File: src/rtl/ram_single_arbiter.sv
// ram_single_arbiter
//   Two-requester round-robin arbiter and access sequencer for a single-port
//   synchronous RAM with active-low chip select / write enable.
//   Each requester issues one read or write at a time with a level request
//   and receives a one-cycle grant pulse while its access is on the RAM.
//   Read data is returned registered with a one-cycle valid strobe.
//
// Ports
//   clk, rst_n                   clock, asynchronous active-low reset
//   reqN, weN, addrN, wdataN     requester N transaction (N = 0, 1)
//   gntN                         grant pulse: requester N access on RAM now
//   rvalidN, rdataN              read result strobe / held read data
//   ram_addm, ram_cs_n,
//   ram_we_n, ram_din            RAM command port (all registered)
//   ram_dout                     RAM read data, valid the cycle after a read
module ram_single_arbiter #(
    parameter int ADDR_W = 3,
    parameter int DATA_W = 8
) (
    input  logic              clk,
    input  logic              rst_n,
    input  logic              req0,
    input  logic              we0,
    input  logic [ADDR_W-1:0] addr0,
    input  logic [DATA_W-1:0] wdata0,
    output logic              gnt0,
    output logic              rvalid0,
    output logic [DATA_W-1:0] rdata0,
    input  logic              req1,
    input  logic              we1,
    input  logic [ADDR_W-1:0] addr1,
    input  logic [DATA_W-1:0] wdata1,
    output logic              gnt1,
    output logic              rvalid1,
    output logic [DATA_W-1:0] rdata1,
    output logic [ADDR_W-1:0] ram_addm,
    output logic              ram_cs_n,
    output logic              ram_we_n,
    output logic [DATA_W-1:0] ram_din,
    input  logic [DATA_W-1:0] ram_dout
);

    typedef enum logic [1:0] {
        IDLE,
        ACCESS,
        RDCAP
    } state_t;

    state_t              r_state;
    logic                r_rr_last;
    logic                r_win;
    logic                r_gnt0;
    logic                r_gnt1;
    logic                r_rvalid0;
    logic                r_rvalid1;
    logic [DATA_W-1:0]   r_rdata0;
    logic [DATA_W-1:0]   r_rdata1;
    logic [ADDR_W-1:0]   r_ram_addm;
    logic                r_ram_cs_n;
    logic                r_ram_we_n;
    logic [DATA_W-1:0]   r_ram_din;

    logic                w_any;
    logic                w_win;

    // Winner: a lone requester wins; on a tie the one not served last wins.
    always_comb begin
        w_any = req0 | req1;
        if (req0 && req1) begin
            w_win = ~r_rr_last;
        end else begin
            w_win = req1;
        end
    end

    always_ff @(posedge clk or negedge rst_n) begin
        if (!rst_n) begin
            r_state    <= IDLE;
            r_rr_last  <= 1'b1;
            r_win      <= 1'b0;
            r_gnt0     <= 1'b0;
            r_gnt1     <= 1'b0;
            r_rvalid0  <= 1'b0;
            r_rvalid1  <= 1'b0;
            r_rdata0   <= '0;
            r_rdata1   <= '0;
            r_ram_addm <= '0;
            r_ram_cs_n <= 1'b1;
            r_ram_we_n <= 1'b1;
            r_ram_din  <= '0;
        end else begin
            // Valid strobes last exactly one cycle (the IDLE after RDCAP).
            r_rvalid0 <= 1'b0;
            r_rvalid1 <= 1'b0;
            case (r_state)
                IDLE: begin
                    if (w_any) begin
                        r_ram_addm <= w_win ? addr1  : addr0;
                        r_ram_din  <= w_win ? wdata1 : wdata0;
                        r_ram_we_n <= w_win ? ~we1   : ~we0;
                        r_ram_cs_n <= 1'b0;
                        r_gnt0     <= ~w_win;
                        r_gnt1     <= w_win;
                        r_rr_last  <= w_win;
                        r_win      <= w_win;
                        r_state    <= ACCESS;
                    end
                end
                ACCESS: begin
                    r_ram_cs_n <= 1'b1;
                    r_ram_we_n <= 1'b1;
                    r_gnt0     <= 1'b0;
                    r_gnt1     <= 1'b0;
                    // ram_we_n still holds the command of this access here.
                    r_state    <= r_ram_we_n ? RDCAP : IDLE;
                end
                RDCAP: begin
                    if (r_win) begin
                        r_rdata1  <= ram_dout;
                        r_rvalid1 <= 1'b1;
                    end else begin
                        r_rdata0  <= ram_dout;
                        r_rvalid0 <= 1'b1;
                    end
                    r_state <= IDLE;
                end
                default: begin
                    r_state <= IDLE;
                end
            endcase
        end
    end

    assign gnt0     = r_gnt0;
    assign gnt1     = r_gnt1;
    assign rvalid0  = r_rvalid0;
    assign rvalid1  = r_rvalid1;
    assign rdata0   = r_rdata0;
    assign rdata1   = r_rdata1;
    assign ram_addm = r_ram_addm;
    assign ram_cs_n = r_ram_cs_n;
    assign ram_we_n = r_ram_we_n;
    assign ram_din  = r_ram_din;

endmodule

File: config.mk
export PLATFORM = sky130hd
export DESIGN_NAME = ram_single_arbiter
export DESIGN_NICKNAME = d
export VERILOG_FILES = /design/src/rtl/ram_single_arbiter.sv
export SDC_FILE = /design/constraint.sdc
export NUM_CORES = 1
export LEC_CHECK = 0
export ABC_AREA = 1
export CAP_MARGIN = 20
export CORE_MARGIN = 8
export CORE_UTILIZATION = 28
export CTS_CLUSTER_SIZE = 24
export DETAILED_ROUTE_END_ITERATION = 8
export HOLD_SLACK_MARGIN = 0.03
export MAX_ROUTING_LAYER = met4
export PLACE_DENSITY = 0.61
export SYNTH_ARGS = -nofsm -noshare
export SYNTH_HDL_FRONTEND = slang
export SYNTH_SLANG_ARGS = --single-unit
File: constraint.sdc
create_clock -name clk -period 1.1 [get_ports clk]
set_input_delay 0.22 -clock clk [delete_from_list [all_inputs] [get_ports clk]]
set_output_delay 0.22 -clock clk [all_outputs]
set_load 0.005 [all_outputs]
==> flow_summary.yaml <==
grt:
  grt_pass1_wl_um: 7760
  grt_usage_pct: 11.6
  grt_max_degree: 38
  grt_pass1_vias: 1624
  antenna_found_initial: 0
  grt-ovfl-total: 0
finish:
  layout.cells.non_filler: 357
  antennaDiodeCount: 0
  drive_above_1_share_pct: 32.6
  syn2layout_area_growth_pct: 61.1
  final.fill_count: 536
  fin_nets: 321
sta:
  fmax_ghz: 0.883
  worst_slew_pin_slew_ps: 285
  fin_skew_ps: 4.05
  maxSlewHeadroom_pct: 81.0
  rsz0062_at_grt: "true"
  finalSetupViolCount: 13
  slew_viol_final: 0
  period_needed_ps: 1130
  period_share_pct: 103
  setup_ws_ps: -32.7
  hold_viol: 0
floorplanning:
  die-area_um2: 8480
  row_count: 27
  die_x_um: 92.1
  start_util_pct: 29.3
  core_um2: 5540
  io-pin-count: 69
  die_h_um: 92.1
pwr:
  p_sw_mw: 2.42
  p_per_area_nw_per_um2: 2550
  p_sw_share_pct: 36.3
  p_leak_nw: 1.39
  peakVddDrop_mv: 0.789
  p_int_mw: 4.24
  p_seq_share_pct: 36.3
  combPwrFrac_pct: 49.6
  clock_power_share_pct: 14.0
flow_run:
  cap_violations: 0
logic_synthesis:
  synth-seq-cells: 37
  synth.distinct_cells: 15
  synth_flop_cell: "dfrtp_1"
  avgSynthCellArea_um2: 8.72
  seq_area_frac_synth_pct: 57.3
  synth_top_area_share_pct: 52.5
  synth_edf_count: 0
  yosysWarningCount: 0
  synth_area_leader_cell: "dfrtp_1"
  synthTopCellsByCount: "86 x nand2_1, 34 x dfrtp_1, 17 x o21ai_0, 16 x nand3_1, 15 x inv_1"
  syn_nets: 222
  async_flop_share_pct: 100
  synth.cell_area_um2: 1620
  yosysMostFrequentCell: "nand2_1"
  synth_cells: 186
  synth_area_leaders: "dfrtp_1 52%, nand2_1 20%, o21ai_0 5.2%, nand3_1 4.9%, dfstp_2 4.9%"
clock_tree:
  clk_pin_slew_worst_paths_ps: 70
  clockBufferDepth: 2
  cts_sinks: 37
  htreeDepth: 2
  clk_latency_ps: 280
  numCtsBuffers: 5
  clockRootBuffer: "clkbuf_8"
  cts_tree: "done"
setup_path:
  reg2reg_from: "r_state[0]"
  crit_required_ps: 1320
  endpoint_kind: "flop"
  path_cells: "buf_6 -> nor2_8 -> buf_12 -> nand2_1 -> nand2_1"
  start_kind: "flop"
  crit_type: "flop to flop"
  reg2reg_slack_ps: -30
  arrival_ps: 1360
  cp_slowest_stage_delay_ps: 420
  path_max_fanout: 7
  path_delay_family: "flip-flops"
  path_buf_inv: 2
  cpMostUsedCell: "nand2_1"
  reg2reg_depth: 5
  cp_slowest_cell: "dfrtp_1"
  reg2reg_to: "ram_addm[1]"
routing:
  drt_wl_total_um: 4760
  vias_per_cell: 4.27
  vias: 1525
  first_pass_iters: 4
  wl_per_cell_um: 13.3
  drt_iter0_markers: 44
  ant_nets: 0
  post-route-drc-count: 0
placed_design:
  gp_congestion: 0.783
  dpl.hpwl_um: 3380
  portBuffers: 68
  post-place-ws_ps: -421
  place_inst: 333
run_status:
  violations: "negative setup slack"
  status: "finished, violations left"
worst_hold_path:
  hp-class: "primary input to asynchronous set/reset pin"
## layout by cell type (no fill, tap or decap), drive strengths merged, types with 2 or more instances in the layout
master / count
nand2: 86
buf: 45
dfrtp: 34
clkdlybuf4s50: 32
clkbuf: 23
nand3: 19
o21ai: 18
inv: 18
dfstp: 3
dlygate4sd2: 2
nor2: 2
## worst max path at each step
| stage | slack (ps) | end | start | cells past startpoint |
|---|---|---|---|---|
| after floorplan | 9 | ram_addm[0] | r_state[1] | 7 |
| after global placement | -420 | ram_din[3] | req1 | 6 |
| after detailed placement | -420 | ram_din[0] | req1 | 6 |
| after CTS | -50 | ram_we_n | ram_we_n | 1 |
| after global routing | -110 | ram_addm[1] | r_state[0] | 5 |
| final | -30 | ram_addm[1] | r_state[0] | 5 |
## what timing repair did
action	in CTS	in global routing
endpoints found under the setup margin	50	40
gates resized for setup	109	34
pin swaps	2	10
gates cloned	0	2
hold buffers	1	0
setup buffers	10	4
endpoints found under the hold margin	34	0
## layout make-up
type,instances,area (um^2),share of cell area (%)
clock buffer,7,86.3,3.30
sequential,37,931,35.6
tap,72,90.1,3.45
timing repair inverter,1,6.26,0.239
inverter,17,71.3,2.73
multi-input combinational,126,629,24.1
timing repair buffer,97,798,30.6
## worst min-delay path, delay by kind of cell
| kind | cells | cell delay (ps) |
|---|---|---|
| buffers and inverters | 3 | 850 |
## state kept, by name, summed over array words and instances, names as in the netlist, 2 cells and up
name,cells
ram_din,8
r_state,2
rdata1,8
ram_addm,3
rdata0,8
## power groups by stage
stage	combinational [mW]	clock, mW	sequential, mW
6_report	3.31	0.934	2.42
5_1_grt	3.69	1.04	2.51
4_1_cts	3.13	0.960	2.40
3_5_place_dp	3.20	0	2.43
3_3_place_gp	3.14	0	2.43
2_1_floorplan	1.20	0	2.50
## through the flow
stage / cell area, um^2 / total power, mW / hold WS [ps] / utilization [%] / setup TNS [ps]
floorplan: 1630 / 3.70 / -75.6 / - / 0
finish: 2610 / 6.66 / 428 / 47.2 / -223
CTS: 2600 / 6.50 / 441 / 47.0 / -171
global route: 2610 / 7.25 / 452 / 47.2 / -1790
global placement: 2470 / 5.57 / 201 / 44.7 / -7120
detailed placement: 2470 / 5.63 / 206 / 44.7 / -7160
## logic make-up after synthesis
| family | share of synthesized area [%] |
|---|---|
| buffers and inverters | 7.56 |
| AOI/OAI and AO/OA | 6.25 |
| and+or+nand+nor | 28.9 |
| DFF | 57.3 |
## layer usage
layer	vias up	global-route usage, %	share of wire [%]
met1	686	14.0	46
met2	60	17.4	46
li1	772	-	-
met4	0	4.83	1.4
met5	-	-	0
met3	7	3.59	7.5
(Power assumes the default switching activity.)
